===== config.mk =====
export PLATFORM = sky130hd
export DESIGN_NAME = snow3g_ks_cipher_flat
export DESIGN_NICKNAME = d
export VERILOG_FILES = /design/src/rtl/snow3g_pkg.sv /design/src/rtl/snow3g_ks_cipher_if.sv /design/src/rtl/snow3g_ks_fifo.sv /design/src/rtl/snow3g_ks_cipher.sv /design/src/flat_wrapper.sv
export SDC_FILE = /design/constraint.sdc
export NUM_CORES = 1
export LEC_CHECK = 0
export ABC_CLOCK_PERIOD_IN_PS = 5300
export CAP_MARGIN = 20
export CORE_ASPECT_RATIO = 0.8
export CORE_MARGIN = 2
export CORE_UTILIZATION = 51
export CTS_BUF_LIST = sky130_fd_sc_hd__clkbuf_8
export DETAILED_ROUTE_END_ITERATION = 12
export GPL_TIMING_DRIVEN = 0
export PLACE_DENSITY = 0.88
export SKIP_LAST_GASP = 1
export SYNTH_ARGS = -nofsm -noshare
export SYNTH_HDL_FRONTEND = slang
export SYNTH_HIERARCHICAL = 1
export SYNTH_SLANG_ARGS = --single-unit

===== constraint.sdc =====
create_clock -name clk -period 5.3 [get_ports clk]
set_clock_uncertainty 0.05 [all_clocks]
set_input_delay 1.06 -clock clk [delete_from_list [all_inputs] [get_ports clk]]
set_output_delay 1.06 -clock clk [all_outputs]
set_load 0.03 [all_outputs]

===== src/rtl/snow3g_pkg.sv =====
// Shared definitions for the SNOW 3G keystream cipher datapath: word width,
// controller state encoding and the final-word tail mask helper.
package snow3g_pkg;

   localparam int unsigned WORD_W = 32;

   typedef enum logic [1:0] {
      StIdle  = 2'd0,
      StRun   = 2'd1,
      StDrain = 2'd2,
      StDone  = 2'd3
   } state_e;

   // Keeps the first 'rem' message bits (MSB-first) of the final word.
   // rem == 0 means the final word is full, so nothing is masked.
   function automatic logic [WORD_W-1:0] last_word_mask(input logic [4:0] rem);
      logic [WORD_W-1:0] mask;
      if (rem == 5'd0) begin
         mask = '1;
      end else begin
         mask = ~({WORD_W{1'b1}} >> rem);
      end
      return mask;
   endfunction

endpackage


===== src/rtl/snow3g_ks_cipher_if.sv =====
// Stream interface of the keystream cipher: message control, keystream and
// data input streams, processed output stream and status.
interface snow3g_ks_cipher_if #(
   parameter int unsigned LEN_W = 16
);
   import snow3g_pkg::*;

   logic              start;
   logic [LEN_W-1:0]  msg_len;
   logic [WORD_W-1:0] ks_word;
   logic              ks_valid;
   logic              ks_ready;
   logic [WORD_W-1:0] din;
   logic              din_valid;
   logic              din_ready;
   logic [WORD_W-1:0] dout;
   logic              dout_valid;
   logic              dout_ready;
   logic              dout_last;
   logic              busy;
   logic              done;

   // Producer/consumer side driving the cipher
   modport master (
      output start, msg_len, ks_word, ks_valid, din, din_valid, dout_ready,
      input  ks_ready, din_ready, dout, dout_valid, dout_last, busy, done
   );

   // Cipher side
   modport slave (
      input  start, msg_len, ks_word, ks_valid, din, din_valid, dout_ready,
      output ks_ready, din_ready, dout, dout_valid, dout_last, busy, done
   );

endinterface


===== src/rtl/snow3g_ks_fifo.sv =====
// Small keystream prefetch FIFO (synchronous reset plus flush).
// Only built when SNOW3G_KS_PREFETCH_EN is defined; the default build has no
// use for it.
`ifdef SNOW3G_KS_PREFETCH_EN
module snow3g_ks_fifo #(
   parameter int unsigned Depth = 4,
   parameter int unsigned Width = 32
) (
   input  logic             clk,
   input  logic             rst,
   input  logic             i_flush,
   input  logic             i_push,
   input  logic [Width-1:0] i_data,
   input  logic             i_pop,
   output logic [Width-1:0] o_data,
   output logic             o_full,
   output logic             o_empty
);

   localparam int unsigned PtrW = $clog2(Depth);

   logic [Width-1:0] r_mem [Depth];
   logic [PtrW-1:0]  r_wr_ptr;
   logic [PtrW-1:0]  r_rd_ptr;
   logic [PtrW:0]    r_count;
   logic             w_push;
   logic             w_pop;

   assign w_push  = i_push && !o_full;
   assign w_pop   = i_pop && !o_empty;
   assign o_full  = (r_count == (PtrW+1)'(Depth));
   assign o_empty = (r_count == '0);
   assign o_data  = r_mem[r_rd_ptr];

   // Storage; no reset needed since the occupancy count gates every read
   always_ff @(posedge clk) begin
      if (w_push) begin
         r_mem[r_wr_ptr] <= i_data;
      end
   end

   // Pointer and occupancy tracking; flush drops all held words
   always_ff @(posedge clk) begin
      if (rst || i_flush) begin
         r_wr_ptr <= '0;
         r_rd_ptr <= '0;
         r_count  <= '0;
      end else begin
         if (w_push) begin
            r_wr_ptr <= r_wr_ptr + PtrW'(1);
         end
         if (w_pop) begin
            r_rd_ptr <= r_rd_ptr + PtrW'(1);
         end
         r_count <= r_count + (PtrW+1)'(w_push) - (PtrW+1)'(w_pop);
      end
   end

endmodule
`endif


===== src/rtl/snow3g_ks_cipher.sv =====
// SNOW 3G keystream cipher datapath: XORs keystream words onto a message of
// programmable bit length, zero-masks the unused tail of the final word and
// pulses done after the final word has been accepted downstream.
// Optional build macro: SNOW3G_KS_PREFETCH_EN adds a 4-entry keystream FIFO
// so the generator can run ahead of the message data.
module snow3g_ks_cipher #(
   parameter int unsigned LEN_W  = 16,
   parameter int unsigned WORD_W = 32
) (
   input  logic                clk,
   input  logic                rst,
   snow3g_ks_cipher_if.slave   io_bus
);
   import snow3g_pkg::*;

   // Word counter wide enough for ceil((2^LEN_W-1)/32)
   localparam int unsigned CNT_W = LEN_W - 4;

   state_e            r_state;
   state_e            w_state_d;
   logic [CNT_W-1:0]  r_cnt;
   logic [CNT_W-1:0]  r_nwords;
   logic [4:0]        r_rem;
   logic [WORD_W-1:0] r_dout;
   logic              r_dout_valid;
   logic              r_dout_last;

   logic [CNT_W-1:0]  w_nwords_new;
   logic              w_ks_avail;
   logic [WORD_W-1:0] w_ks_data;
   logic              w_space;
   logic              w_fire;
   logic              w_is_last;
   logic [WORD_W-1:0] w_word;
   logic [WORD_W-1:0] w_out;
   logic              w_flush;

   // ceil(msg_len/32) computed one bit wider so the +31 cannot overflow
   assign w_nwords_new = CNT_W'(({1'b0, io_bus.msg_len} + (LEN_W+1)'(31)) >> 5);

   // Keystream excess is discarded when the message completes
   assign w_flush = (w_state_d == StDone) && (r_state != StDone);

`ifdef SNOW3G_KS_PREFETCH_EN
   logic              w_fifo_full;
   logic              w_fifo_empty;
   logic [WORD_W-1:0] w_fifo_data;

   snow3g_ks_fifo #(
      .Depth (4),
      .Width (WORD_W)
   ) u_ks_fifo (
      .clk     (clk),
      .rst     (rst),
      .i_flush (w_flush),
      .i_push  (io_bus.ks_valid),
      .i_data  (io_bus.ks_word),
      .i_pop   (w_fire),
      .o_data  (w_fifo_data),
      .o_full  (w_fifo_full),
      .o_empty (w_fifo_empty)
   );

   assign w_ks_avail      = !w_fifo_empty;
   assign w_ks_data       = w_fifo_data;
   assign io_bus.ks_ready = !w_fifo_full;
`else
   logic w_unused_flush;

   assign w_unused_flush  = w_flush;
   assign w_ks_avail      = io_bus.ks_valid;
   assign w_ks_data       = io_bus.ks_word;
   // Keystream and data are only ever consumed as a pair
   assign io_bus.ks_ready = w_fire;
`endif

   assign w_space   = !r_dout_valid || io_bus.dout_ready;
   assign w_fire    = !rst && (r_state == StRun) && w_ks_avail && io_bus.din_valid && w_space;
   assign w_is_last = (r_cnt == (r_nwords - CNT_W'(1)));
   assign w_word    = io_bus.din ^ w_ks_data;
   assign w_out     = w_is_last ? (w_word & last_word_mask(r_rem)) : w_word;

   assign io_bus.din_ready  = w_fire;
   assign io_bus.dout       = r_dout;
   assign io_bus.dout_valid = r_dout_valid;
   assign io_bus.dout_last  = r_dout_last;
   assign io_bus.busy       = (r_state == StRun) || (r_state == StDrain);
   assign io_bus.done       = (r_state == StDone);

   // Controller state register
   always_ff @(posedge clk) begin
      if (rst) begin
         r_state <= StIdle;
      end else begin
         r_state <= w_state_d;
      end
   end

   // Controller next-state: zero-length messages skip straight to completion
   always_comb begin
      w_state_d = r_state;
      unique case (r_state)
         StIdle: begin
            if (io_bus.start) begin
               w_state_d = (io_bus.msg_len == '0) ? StDone : StRun;
            end
         end
         StRun: begin
            if (w_fire && w_is_last) begin
               w_state_d = StDrain;
            end
         end
         StDrain: begin
            if (r_dout_valid && io_bus.dout_ready) begin
               w_state_d = StDone;
            end
         end
         StDone: begin
            w_state_d = StIdle;
         end
         default: begin
            w_state_d = StIdle;
         end
      endcase
   end

   // Output register, word counter and per-message length bookkeeping
   always_ff @(posedge clk) begin
      if (rst) begin
         r_cnt        <= '0;
         r_nwords     <= '0;
         r_rem        <= '0;
         r_dout       <= '0;
         r_dout_valid <= 1'b0;
         r_dout_last  <= 1'b0;
      end else begin
         if ((r_state == StIdle) && io_bus.start) begin
            r_cnt    <= '0;
            r_nwords <= w_nwords_new;
            r_rem    <= io_bus.msg_len[4:0];
         end
         if (w_fire) begin
            r_dout       <= w_out;
            r_dout_valid <= 1'b1;
            r_dout_last  <= w_is_last;
            r_cnt        <= r_cnt + CNT_W'(1);
         end else if (io_bus.dout_ready) begin
            r_dout_valid <= 1'b0;
            r_dout_last  <= 1'b0;
         end
      end
   end

endmodule

===== src/flat_wrapper.sv =====
// flat-port wrapper written by rule: the top's interface ports become plain ports
module snow3g_ks_cipher_flat import snow3g_pkg::*;
#(
   parameter int unsigned LEN_W  = 16,
   parameter int unsigned WORD_W = 32
)
  (clk, rst, io_bus_start, io_bus_msg_len, io_bus_ks_word, io_bus_ks_valid, io_bus_din, io_bus_din_valid, io_bus_dout_ready, io_bus_ks_ready, io_bus_din_ready, io_bus_dout, io_bus_dout_valid, io_bus_dout_last, io_bus_busy, io_bus_done);
  snow3g_ks_cipher_if #(.LEN_W(LEN_W)) io_bus_i ();
  input  logic clk;
  input  logic rst;
  input wire logic [$bits(io_bus_i.start)-1:0] io_bus_start;
  input wire logic [$bits(io_bus_i.msg_len)-1:0] io_bus_msg_len;
  input wire logic [$bits(io_bus_i.ks_word)-1:0] io_bus_ks_word;
  input wire logic [$bits(io_bus_i.ks_valid)-1:0] io_bus_ks_valid;
  input wire logic [$bits(io_bus_i.din)-1:0] io_bus_din;
  input wire logic [$bits(io_bus_i.din_valid)-1:0] io_bus_din_valid;
  input wire logic [$bits(io_bus_i.dout_ready)-1:0] io_bus_dout_ready;
  output wire logic [$bits(io_bus_i.ks_ready)-1:0] io_bus_ks_ready;
  output wire logic [$bits(io_bus_i.din_ready)-1:0] io_bus_din_ready;
  output wire logic [$bits(io_bus_i.dout)-1:0] io_bus_dout;
  output wire logic [$bits(io_bus_i.dout_valid)-1:0] io_bus_dout_valid;
  output wire logic [$bits(io_bus_i.dout_last)-1:0] io_bus_dout_last;
  output wire logic [$bits(io_bus_i.busy)-1:0] io_bus_busy;
  output wire logic [$bits(io_bus_i.done)-1:0] io_bus_done;
  assign io_bus_i.start = io_bus_start;
  assign io_bus_i.msg_len = io_bus_msg_len;
  assign io_bus_i.ks_word = io_bus_ks_word;
  assign io_bus_i.ks_valid = io_bus_ks_valid;
  assign io_bus_i.din = io_bus_din;
  assign io_bus_i.din_valid = io_bus_din_valid;
  assign io_bus_i.dout_ready = io_bus_dout_ready;
  assign io_bus_ks_ready = io_bus_i.ks_ready;
  assign io_bus_din_ready = io_bus_i.din_ready;
  assign io_bus_dout = io_bus_i.dout;
  assign io_bus_dout_valid = io_bus_i.dout_valid;
  assign io_bus_dout_last = io_bus_i.dout_last;
  assign io_bus_busy = io_bus_i.busy;
  assign io_bus_done = io_bus_i.done;
  snow3g_ks_cipher #(.LEN_W(LEN_W), .WORD_W(WORD_W)) u_core (.clk(clk), .rst(rst), .io_bus(io_bus_i));
endmodule

==> summary.txt <==
STA
  • Setup TNS: 0 ns
  • RSZ-0062 raised after global routing: no
  • # setup viols final: 0
  • Slew of the pin with the lowest slew margin: 0.736 ns
  • Fmax: 0.196 GHz
  • Final Max Tran Viols: 0
  • Final hold vios: 0
  • Max_slew headroom: 50.7%
  • Tcrit/Tclk final: 96.2%
  • Fin crit period: 5.10 ns

Clocking
  • Clock latency on the worst-skew pair: 0.34 ns
  • CTS Hold Bufs: 0
  • Clk sink count: 65
  • Clock buffer depth: 2
  • Clock transition at the registers of the reported paths: 0.07 ns
  • CTS Buf Count: 9
  • Clk root buf: clkbuf_8
  • # resized after CTS: 0
  • CTS tree: built
  • Setup Buffers After CTS: 0
  • CTS H-tree depth: 3

Floorplanning
  • Die height: 80.1 µm
  • I/O Pins: 124
  • Area of the core: 6960 µm²
  • Rows: 27
  • Initial Util: 53.1%
  • Die Area: 7950 µm²
  • Horiz. Die Dim: 99.2 µm

Power and ir drop
  • Leakage: 0.00197 µW
  • Maximum vdd drop: 0.221 mV
  • PD cells: 297 nW/µm²
  • Total power: 1550 µW

Setup path
  • CP most frequent cell: clkbuf_1
  • RR Startpoint: u_core/r_nwords[0]$_SDFFE_PP0P_
  • CP Launch Type: input port
  • CP Data Required Time: 4.19 ns
  • Crit-path max cell delay: 0.67 ns
  • Endpoint class of the critical path: primary output
  • CP max FO: 11
  • Critical Path, Cell by Cell: clkdlybuf4s50_1 -> nand3_1 -> or3_1 -> clkbuf_1 -> inv_1 -> clkbuf_1 -> clkbuf_1 -> buf_4 -> clkdlybuf4s50_1
  • Crit path from: io_bus_ks_valid
  • Arrival time worst endpoint: 3.99 ns
  • Crit Path Category: in -> out
  • Critical path's slowest cell: clkdlybuf4s50_1
  • Buffer and inverter count on the worst path: 7
  • Top delay family on crit path: buffers and inverters

Synthesis
  • Number of enable flip-flop cells after synthesis: 0
  • #FFs+latches synth: 65
  • Mapped Cells: 475
  • Top cell type's share of synthesized area: 35.2%
  • Synth cell count leaders: 80 x nand2_1, 65 x dfxtp_1, 46 x nor2_1
  • Dominant synthesized flop cell: dfxtp_1
  • Synth warnings: 6
  • Cell taking the most area after synthesis: dfxtp_1
  • Mean Syn Cell Area: 7.78 µm²
  • Synth Cell Area: 3700 µm²
  • Yosys cell types: 50
  • Synth async-reset ratio: 0%
  • Count leader, synth: nand2_1
  • Post-synth net total: 568
  • Area contributors post-synth: dfxtp_1 35%, xor2_1 10%, nand2_1 8.1%
  • Sequential area share after synthesis: 35.2%

Place
  • Hpwl dp: 8.77 mm
  • IO Port Bufs: 122
  • Placer congestion estimate: 0.945
  • Cells after DPL: 685
  • DP Area: 5030 µm²

Final layout
  • Final instance area: 5210 µm²
  • Fin cells: 699
  • Layout fillers: 523
  • Fraction of layout cells with a size suffix above 1: 4.25%
  • Final Util: 74.9%
  • Final antenna diode count: 0
  • Register area: 1300 µm²
  • Multi-input gate area: 2240 µm²
  • Final #Nets: 702
  • Area grow syn2layout: 41.0%

Route
  • DR WL met2: 5.41 mm
  • Met3 Routed Length: 1.11 mm
  • Routed len/inst: 16.2 µm
  • Routed length on met1: 4.66 mm
  • Final ANT Viol Nets: 0
  • WL final: 11.3 mm
  • # DRC: 0
  • TritonRoute pass-1 iters: 6
  • First-iteration detailed-routing DRC count: 418
  • Highest metal used: met4
  • DR vias/cell: 5.79
  • DR vias: 4,044

Worst hold path
  • HP Start: u_core/io_bus.dout[6]$_SDFFE_PP0P_
  • Type of the most critical hold path: reg -> reg

Global routing
  • Initial antenna violation count: 0
  • Gr usage total: 27.9%
  • Gr ovfl total: 0
  • Pin count of the biggest net entering global routing: 12
  • First-pass GRT wire length: 17.7 mm
  • Vias in the first global route: 3,839

Job
  • Max Cap Violations: 0

Status
  • Outcome: complete, no violations
## area by class of cell
type	count	share of cell area [%]
clock inverter	4	0.864
inverter	10	0.720
multi-input combinational	370	43.0
buffer	30	2.26
tap	87	2.09
timing repair buffer	123	23.5
sequential	65	25.0
clock buffer	10	2.64
## worst paths after layout
path | end | slack [ns] | cells after the start
worst min register to register | u_core/io_bus.dout[6]$_SDFFE_PP0P_ | 0.39 | 2
worst max register to register | u_core/io_bus.dout[7]$_SDFFE_PP0P_ | 2.19 | 10
worst max-delay path | io_bus_ks_ready | 0.20 | 9
worst min-delay path | u_core/io_bus.dout[6]$_SDFFE_PP0P_ | 0.39 | 2
## through the flow
step	worst slack, ns	hold WS, ns
6_report	0.203	0.391
5_1_grt	0.0994	0.409
4_1_cts	0.249	0.391
3_5_place_dp	0.263	0.381
3_3_place_gp	0.301	0.374
2_1_floorplan	1.40	0.426
## tightest hold or removal path: stages (launching register included)
cell	delay [ns]
dfxtp_1	0.31
nand2_1	0.05
nand2_1	0.04
## power breakdown
part	internal, µW	switching, µW	leakage (µW)
sequential	537	56.1	0.000528
combinational	239	312	0.00135
clock	222	181	0.0000978
total	999	549	0.00197
## flip-flops by register name, summed over array words and instances, names as in the netlist
signal and cells:
u_core/r_nwords 12, u_core/io_bus.dout_valid 1, u_core/io_bus.dout 32, u_core/r_state 2
u_core/r_cnt 12, u_core/io_bus.dout_last 1, u_core/r_rem 5
## placed cells by master (no fill, tap or decap), types with 3 or more instances in the layout
master	count
clkbuf_8	10
a31oi_1	8
a41oi_1	4
ha_1	7
mux2i_1	3
clkdlybuf4s50_1	122
xnor2_1	13
or3_1	4
dfxtp_1	65
clkbuf_1	26
nand3b_1	4
nand2b_1	3
a211oi_1	13
nand2_1	80
buf_1	3
nor2b_1	5
and3_1	9
a21oi_1	37
xor2_1	42
nand4_1	4
clkinv_2	3
o211ai_1	11
nand3_1	17
nor2_1	46
mux2_2	3
o21ai_0	24
nor4_1	5
inv_1	10
## routing by layer
| layer | track usage [%] | vias to the layer above |
|---|---|---|
| met5 | 0 | - |
| met3 | 5.48 | 17 |
| met4 | 9.59 | 0 |
| li1 | - | 1923 |
| met2 | 48.0 | 222 |
| met1 | 35.1 | 1882 |
## logic make-up after synthesis
logic type                 count (synthesis)  share of synthesized area, %
xor gates and xnor gates                  55                          13.0
DFF                                       65                          35.2
muxes                                      6                          1.73
adders and majority gates                  7                          2.37
buffers and inverters                     40                          4.20
and+or+nand+nor                          189                          24.1
AOI/OAI and AO/OA                        113                          19.3
No activity file was read; power rests on OpenSTA's default activity.
